==> config.mk <==
export PLATFORM = sky130hd
export DESIGN_NAME = mv_mult_engine
export DESIGN_NICKNAME = d
export VERILOG_FILES = /design/src/rtl/mv_mult_pkg.sv /design/src/rtl/mv_mult_engine_mac_lane.sv /design/src/rtl/mv_mult_engine.sv
export SDC_FILE = /design/constraint.sdc
export NUM_CORES = 1
export LEC_CHECK = 0
export BUFFER_PORTS_ARGS = -buffer_cell sky130_fd_sc_hd__buf_2
export CAP_MARGIN = 20
export CORE_MARGIN = 8
export CORE_UTILIZATION = 28
export DETAILED_ROUTE_END_ITERATION = 8
export PLACE_DENSITY = 0.41
export SKIP_CTS_REPAIR_TIMING = 1
export SLEW_MARGIN = 5
export SYNTH_ARGS = -nofsm -noshare
export SYNTH_HDL_FRONTEND = slang
export SYNTH_SLANG_ARGS = --single-unit
==> constraint.sdc <==
create_clock -name clk -period 4.66 [get_ports clk]
set_input_delay 0.699 -clock clk [delete_from_list [all_inputs] [get_ports clk]]
set_output_delay 0.699 -clock clk [all_outputs]
set_load 0.02 [all_outputs]
==> src/rtl/mv_mult_pkg.sv <==
// Shared types and helpers for the matrix-vector multiply engine.
package mv_mult_pkg;
    typedef enum logic [2:0] {IDLE, RUN, DRAIN, OUT, DONE} state_t;

    localparam logic WR_SEL_A = 1'b0;
    localparam logic WR_SEL_X = 1'b1;

    function automatic int acc_width(input int dw, input int n);
        return 2 * dw + $clog2(n);
    endfunction

    // Fill bit used when widening a value: its MSB in signed mode, else zero.
    function automatic logic ext_fill(input logic msb, input logic sgn);
        return msb & sgn;
    endfunction
endpackage

==> src/rtl/mv_mult_engine_mac_lane.sv <==
// One multiply-accumulate lane: exact product, widened into an ACC_W accumulator.
module mac_lane
    import mv_mult_pkg::*;
#(
    parameter int DW     = 8,
    parameter bit SIGNED = 1'b0,
    parameter int ACC_W  = 20
) (
    input  logic             clk,
    input  logic             rst_n,
    input  logic             clr,
    input  logic             en,
    input  logic [DW-1:0]    a,
    input  logic [DW-1:0]    x,
    output logic [ACC_W-1:0] acc
);
    logic signed [DW:0]     a_ext;
    logic signed [DW:0]     x_ext;
    logic signed [2*DW-1:0] prod;
    logic [ACC_W-1:0]       prod_ext;

    // One extra operand bit lets a single signed multiplier cover both modes.
    assign a_ext    = {ext_fill(a[DW-1], SIGNED), a};
    assign x_ext    = {ext_fill(x[DW-1], SIGNED), x};
    assign prod     = a_ext * x_ext;
    assign prod_ext = {{(ACC_W - 2 * DW){ext_fill(prod[2*DW-1], SIGNED)}}, prod};

    always_ff @(posedge clk or negedge rst_n) begin
        if (!rst_n)
            acc <= '0;
        else if (clr)
            acc <= '0;
        else if (en)
            acc <= acc + prod_ext;
    end
endmodule

==> src/rtl/mv_mult_engine.sv <==
// Matrix-vector multiplier y = A*x: LANES rows per group, results streamed one row per beat.
module mv_mult_engine
    import mv_mult_pkg::*;
#(
    parameter int DW     = 8,
    parameter int N      = 10,
    parameter int M      = 4,
    parameter int LANES  = 2,
    parameter bit SIGNED = 1'b0,
    parameter int ACC_W  = acc_width(DW, N)
) (
    input  logic                  clk,
    input  logic                  rst_n,
    input  logic                  wr_en,
    input  logic                  wr_sel,
    input  logic [$clog2(M*N)-1:0] wr_addr,
    input  logic [DW-1:0]         wr_data,
    input  logic                  start,
    output logic                  busy,
    output logic                  out_valid,
    input  logic                  out_ready,
    output logic [ACC_W-1:0]      out_data,
    output logic [$clog2(M)-1:0]  out_row,
    output logic                  done
);
    localparam int AW = $clog2(M * N);
    localparam int XW = $clog2(N);
    localparam int RW = $clog2(M);
    localparam int GW = $clog2(M + LANES) + 1;
    localparam int LW = (LANES > 1) ? $clog2(LANES) : 1;

    logic [DW-1:0]    mem_a [M*N];
    logic [DW-1:0]    mem_x [N];
    logic [DW-1:0]    x_p1;
    logic [ACC_W-1:0] acc [LANES];

    state_t        state;
    logic [XW-1:0] k;
    logic [GW-1:0] g;
    logic [LW-1:0] lane;
    logic          vld_p1;
    logic          last_k;
    logic          next_active;
    logic          more_groups;
    logic          grp_start;

    assign last_k      = (k == XW'(N - 1));
    assign next_active = (int'(lane) + 1 < LANES) && (int'(g) + int'(lane) + 1 < M);
    assign more_groups = (int'(g) + LANES < M);
    assign grp_start   = ((state == IDLE || state == DONE) && start) ||
                         (state == OUT && out_valid && out_ready && !next_active && more_groups);

    always_ff @(posedge clk) begin
        if (wr_en && state == IDLE) begin
            if (wr_sel == WR_SEL_A) begin
                if (int'(wr_addr) < M * N)
                    mem_a[wr_addr] <= wr_data;
            end else if (int'(wr_addr[XW-1:0]) < N) begin
                mem_x[wr_addr[XW-1:0]] <= wr_data;
            end
        end
    end

    // Stage p1: registered memory reads; x[k] is shared by every lane.
    always_ff @(posedge clk) begin
        x_p1 <= mem_x[k];
    end

    for (genvar l = 0; l < LANES; l++) begin : g_lane
        logic [AW-1:0] rd_addr;
        logic [DW-1:0] a_p1;

        // Masked lanes read a harmless address; their results are never emitted.
        assign rd_addr = (int'(g) + l < M) ? AW'((int'(g) + l) * N + int'(k)) : '0;

        always_ff @(posedge clk) begin
            a_p1 <= mem_a[rd_addr];
        end

        // Stage p2: accumulate into the lane register.
        mac_lane #(.DW(DW), .SIGNED(SIGNED), .ACC_W(ACC_W)) u_mac (
            .clk   (clk),
            .rst_n (rst_n),
            .clr   (grp_start),
            .en    (vld_p1),
            .a     (a_p1),
            .x     (x_p1),
            .acc   (acc[l])
        );
    end

    always_ff @(posedge clk or negedge rst_n) begin
        if (!rst_n) begin
            state     <= IDLE;
            busy      <= 1'b0;
            done      <= 1'b0;
            out_valid <= 1'b0;
            out_data  <= '0;
            out_row   <= '0;
            k         <= '0;
            g         <= '0;
            lane      <= '0;
            vld_p1    <= 1'b0;
        end else begin
            done   <= 1'b0;
            vld_p1 <= (state == RUN);
            case (state)
                IDLE, DONE: begin
                    state <= IDLE;
                    if (start) begin
                        state <= RUN;
                        busy  <= 1'b1;
                        g     <= '0;
                        k     <= '0;
                    end
                end
                RUN: begin
                    k <= last_k ? '0 : k + 1'b1;
                    if (last_k)
                        state <= DRAIN;
                end
                DRAIN: begin
                    state <= OUT;
                    lane  <= '0;
                end
                OUT: begin
                    if (!out_valid) begin
                        out_valid <= 1'b1;
                        out_data  <= acc[lane];
                        out_row   <= RW'(int'(g) + int'(lane));
                    end else if (out_ready) begin
                        if (next_active) begin
                            lane     <= lane + 1'b1;
                            out_data <= acc[lane + 1'b1];
                            out_row  <= RW'(int'(g) + int'(lane) + 1);
                        end else begin
                            out_valid <= 1'b0;
                            lane      <= '0;
                            if (more_groups) begin
                                state <= RUN;
                                g     <= g + GW'(LANES);
                                k     <= '0;
                            end else begin
                                state <= DONE;
                                busy  <= 1'b0;
                                done  <= 1'b1;
                            end
                        end
                    end
                end
                default: state <= IDLE;
            endcase
        end
    end
endmodule

# Yosys cells after proc, flatten, opt, wreduce, memory -nomap -nowiden
# Memories as Yosys holds them, arrays and structs flattened. A register that Yosys moved wholly into a read port is not among the register bits.
# Cells that the tools add are included.
[op_classes]
add_sub_neg = 12
n_mul = 4
n_lt_le_gt_ge = 9
n_eq_ne = 14
n_mux = 63
n_bitwise = 2
reduce_logical = 22
[op_table]
columns = ["cell", "count"]
rows = [
  ["$mux 20", 13],
  ["$lt 32x4->1 const B", 2],
  ["$add 20x16->20", 2],
  ["$mux 4", 10],
  ["$mul 8x8->16", 2],
  ["$mux 1", 25],
  ["$reduce_and 6->1", 3],
  ["$mux 3", 5],
  ["$ne 2x2->1 const B", 7],
  ["$add 6x4->6", 2],
  ["$mux 6", 2],
  ["$pmux 3 s4", 1],
  ["$pmux 4 s3", 1],
  ["$pmux 4 s2", 1],
  ["$logic_and 1x1->1", 7],
  ["$add 5x1->6 const B", 1],
  ["$eq 3x2->1 const B", 2],
  ["$lt 6x6->1 const B", 1],
  ["$mux 2", 3],
  ["$reduce_and 3->1", 2],
  ["$reduce_bool 2->1", 3],
  ["$add 4x1->5", 1],
  ["$add 4x1->5 const B", 1],
  ["$add 4x2->5 const B", 1],
  ["23 further kinds", 28],
]
[totals]
register_bits = 78
ramBits = 400
in_bits = 20
output_inout_bits = 25
wordCells = 140
mem_count = 2
[mem_list]
columns = ["memory", "words", "word_bits", "rd", "rd_ports_with_merged_regs", "wr", "line", "rtl"]
rows = [
  ["mem_a", 40, 8, 2, 2, 1, "mv_mult_engine.sv:32", "logic [DW-1:0] mem_a [M*N];"],
  ["mem_x", 10, 8, 1, 1, 1, "mv_mult_engine.sv:33", "logic [DW-1:0] mem_x [N];"],
]

# Longest topological paths before layout
[depth]
depth_word = 9
mapped_depth = 19
depth_no_buf = 18

# Modules after synthesis
# Synthesis repeated with hierarchy kept, for this count alone.
[hier_totals]
cells_unflattened = 2430
hier_area_um2 = 28603.7
[by_module_without_submodules]
columns = ["module", "n_inst", "cells_per_inst", "area_each_um2", "seq_area_each_um2"]
rows = [
  ["mv_mult_engine", 1, 1584, 21310.4, 13417.9],
  ["mac_lane at g_lane[1].u_mac", 1, 428, 3656.0, 500.5],
  ["mac_lane at g_lane[0].u_mac", 1, 418, 3637.2, 500.5],
]

# Worst setup path after synthesis
# Ideal clock, no wire load.
[synth_path]
kind = "register to register"
from = "register x_p1[7] (read register of mem_x)"
to = "register g_lane[1].u_mac.acc[17]"
setup_time_ps = 122
arrival_ps = 4597
t_required_ps = 4538
slack_ps = -59
stages_incl_launch_ff = 18
n_path_buf = 1
period_less_slack_ps = 4719
path_cell_list = "dfxtp_1 > clkbuf_1 > nand2_1 > fa_1 > fa_1 > inv_1 > fa_1 > inv_1 > fa_1 > inv_1 > ha_1 > a21oi_1 > nor2b_1 > o311ai_1 > a32oi_1 > o32ai_1 > xor2_1 > o2bb2ai_1"
[synth_via]
elab_chain_cells = 4
[synth_lines]
columns = ["element", "line", "rtl"]
rows = [
  ["start, declared", "mv_mult_engine.sv:34", "logic [DW-1:0] x_p1;"],
  ["$mul 8x8->16", "mv_mult_engine_mac_lane.sv:25", "assign prod = a_ext * x_ext;"],
  ["$add 20x16->20", "mv_mult_engine_mac_lane.sv:34", "acc <= acc + prod_ext;"],
  ["$mux 20", "mv_mult_engine_mac_lane.sv:33", "else if (en)"],
  ["$mux 20", "mv_mult_engine_mac_lane.sv:31", "else if (clr)"],
  ["end signal, assigned", "mv_mult_engine_mac_lane.sv:34", ""],
  ["end, declared", "mv_mult_engine_mac_lane.sv:15", "output logic [ACC_W-1:0] acc"],
]
# Every way passes these cells. The select of a mux whose other input is x is not followed.
# A chain may end at the register's enable or synchronous reset.

# Worst setup path in the final report
[layout_path]
from = "register x_p1[6] (read register of mem_x)"
to = "register g_lane[0].u_mac.acc[18]"
[layout_via]
elab_chain_cells = 4
[layout_lines]
columns = ["element", "line"]
rows = [
  ["$mul 8x8->16", "mv_mult_engine_mac_lane.sv:25"],
  ["$add 20x16->20", "mv_mult_engine_mac_lane.sv:34"],
  ["$mux 20", "mv_mult_engine_mac_lane.sv:33"],
  ["$mux 20", "mv_mult_engine_mac_lane.sv:31"],
  ["end signal, assigned", "mv_mult_engine_mac_lane.sv:34"],
  ["end, declared", "mv_mult_engine_mac_lane.sv:15"],
]
# Every way passes these cells. The select of a mux whose other input is x is not followed.

==> results_dict.tcl <==
set metrics [dict create \
    grtUsageTotal_pct 15.8 \
    grt_pass1_wl_um 134000 \
    fill_cells 10200 \
    finalSetupViolCount 0 \
    routed_wl_um 90000 \
    route.met3.wl_um 4590 \
    io-pin-count 45 \
    cp_max_fo 6 \
    r2r-start "x_p1[6]" \
    r2r_slack_ns 0.15 \
    slowest_delay_ns 0.55 \
    tightest_slew_ns 1.01 \
    htreeDepth 2 \
    die_w_um 334 \
    nNetsFinal 2851 \
    top_layer_used "met5" \
    cts.sink_count 501 \
    die_area_sq_um 112000 \
    antenna_found_initial 7 \
    r2r_cells 19 \
    area_growth_pct 17.3 \
    ys.flop_type "edfxtp_1" \
    max_freq_ghz 0.222 \
    cp_data_required_time_ns 5.17 \
    path_cells "buf_6, buf_6, buf_4, and2_1, fa_1, fa_1, fa_1, inv_1, fa_1, inv_1, ha_4, a21oi_4, nand2_2, a211oi_2, buf_4, o21bai_2, o31a_1, xnor2_1, nor2_1" \
    via_per_inst 4.94 \
    cp_common_cell "fa_1" \
    clock_latency_ns 0.66 \
    routed-wl-met2_um 42700 \
    slowest_stage "fa_1" \
    antennaDiodeCount 0 \
    rsz0062_at_grt "yes" \
    ys_ff_latch 501 \
    dp_slack_ns -0.248 \
    netlist_area_sq_um 28400 \
    hold_viol_final 0 \
    clk_pin_slew_ns 0.06 \
    synth.top_cell.area_share_pct 42.3 \
    clockBufferDepth 3 \
    drc 0 \
    syn-num-nets 2738 \
    portBuffers 44 \
    met1_length_um 40200 \
    async_flop_share_pct 15.4 \
    num_rows 117 \
    netlist_instances 2525 \
    period_minus_slack_ns 4.51 \
    fp.dieH_um 334 \
    start_util_pct 28.1 \
    drive_above_1_share_pct 16.7 \
    worstHoldPathType "input pin to asynchronous set/reset pin" \
    wl_per_cell_um 22.2 \
    core_area_sq_um 101000 \
    cts-root-buf "clkbuf_16" \
    setup_slack_ns 0.150 \
    ys_types 77 \
    gp_congestion 0.848 \
    skew_ns 0.0401 \
    cts_made_buffers 59 \
    drt.antenna.violating_nets 0 \
    yosysMostFrequentCell "edfxtp_1" \
    grt_pass1_vias 20200 \
    finalCritPeriodShare_pct 96.8 \
    cp-start-kind "flip-flop" \
    drv_slew 0 \
    grt_max_degree 78 \
    max-cap-violations 0 \
    cts_tree "built" \
    yosysSeqAreaShare_pct 50.8 \
    drt_iter0_markers 1510 \
    critical_path_class "flip-flop to flip-flop" \
    drtPass1Iterations 8 \
    cp_data_arrival_time_ns 5.02 \
    r2r_end "g_lane[0].u_mac.acc[18]" \
    synth.area.top_cells "edfxtp_1, fa_1, dfrtp_1" \
    status "finished clean" \
    max_slew_margin_pct 32.4 \
    syn_avg_cell_area_sq_um 11.2 \
    synth_edf_count 400 \
    synth_top_area_cell "edfxtp_1" \
    yosysWarnings 0 \
    dp_hpwl_um 63800 \
    ys_top_cells_by_count "edfxtp_1, nor2_1, a21oi_1" \
    num_vias 20000 \
    critPathCaptureType "flip-flop" \
    overflow 0 \
]
[flip-flops by register name, indices dropped and copies added, names as in the netlist, 4 cells and up]
| signal | cells |
|---|---|
| g_lane.a_p1 | 16 |
| g_lane.u_mac.acc | 40 |
| k | 4 |
| mem_a | 320 |
| mem_x | 80 |
| out_data | 20 |
| x_p1 | 8 |
[worst max-delay path by stage]
stage / startpoint / endpoint / slack (ns) / depth (start not counted)
finish: x_p1[6] / g_lane[0].u_mac.acc[18] / 0.15 / 19
global route: g_lane[1].a_p1[4] / g_lane[1].u_mac.acc[19] / -0.04 / 19
CTS: x_p1[3] / g_lane[0].u_mac.acc[18] / -0.26 / 19
detailed placement: x_p1[7] / g_lane[0].u_mac.acc[13] / -0.25 / 18
global placement: x_p1[4] / g_lane[1].u_mac.acc[17] / -0.19 / 17
floorplan: x_p1[5] / g_lane[1].u_mac.acc[17] / 0.007 / 17
[cells in the final DEF (no fill, tap or decap), drive strengths merged, types with 81 or more instances in the layout]
cell,instances
mux2i,106
edfxtp,400
inv,219
fa,101
a21oi,238
nand2,167
buf,203
o21ai,81
nor2,248
ha,92
[worst max-delay path, delay by kind of cell (launching register included)]
family          cells  cell delay (ns)
fa+ha+maj           5             2.24
xor+xnor            1             0.15
buf+inv             6             0.68
compound gates      4             0.72
simple gates        3             0.25
flops               1             0.32
[cells by family (layout without fill, tap and decap cells)]
logic type / Yosys count / count (layout) / synth area share, %
adders and majority gates: 193 / 193 / 11.2
muxes: 153 / 153 / 6.87
xor gates and xnor gates: 35 / 35 / 1.08
AOI/OAI and AO/OA: 576 / 576 / 12.8
DFF: 501 / 501 / 50.8
buffers and inverters: 368 / 526 / 5.43
and+or+nand+nor: 699 / 699 / 11.8
[per-stage QoR]
step           TNS [ns]  util, %  hold WS, ns  std cells  cell area, sq um
2_1_floorplan         0        -        0.403       2525             28400
3_3_place_gp      -1.32     30.4        0.479       3927             30800
3_5_place_dp      -1.63     30.4        0.474       3927             30800
4_1_cts           -1.89     32.4       0.0385       4033             32800
5_1_grt         -0.0930     32.9       0.0937       4051             33300
6_report              0     32.9       0.0697       4051             33300
[layout make-up]
class / instances / area (sq um) / share of cell area, %
clock buffer: 64 / 1530 / 4.59
timing repair buffer: 203 / 1540 / 4.62
sequential: 501 / 14500 / 43.4
multi-input combinational: 1656 / 12800 / 38.3
inverter: 217 / 815 / 2.45
clock inverter: 42 / 475 / 1.43
tap: 1368 / 1710 / 5.14
[metal layers]
metal / GRT usage [%] / vias to the layer above
li1: - / 9292
met1: 21.1 / 10000
met2: 26.5 / 572
met3: 2.28 / 120
met4: 4.52 / 6
met5: 0 / -
Power is not shown: default switching activity piles up to over one toggle a cycle in this logic, so the estimate is an artifact.
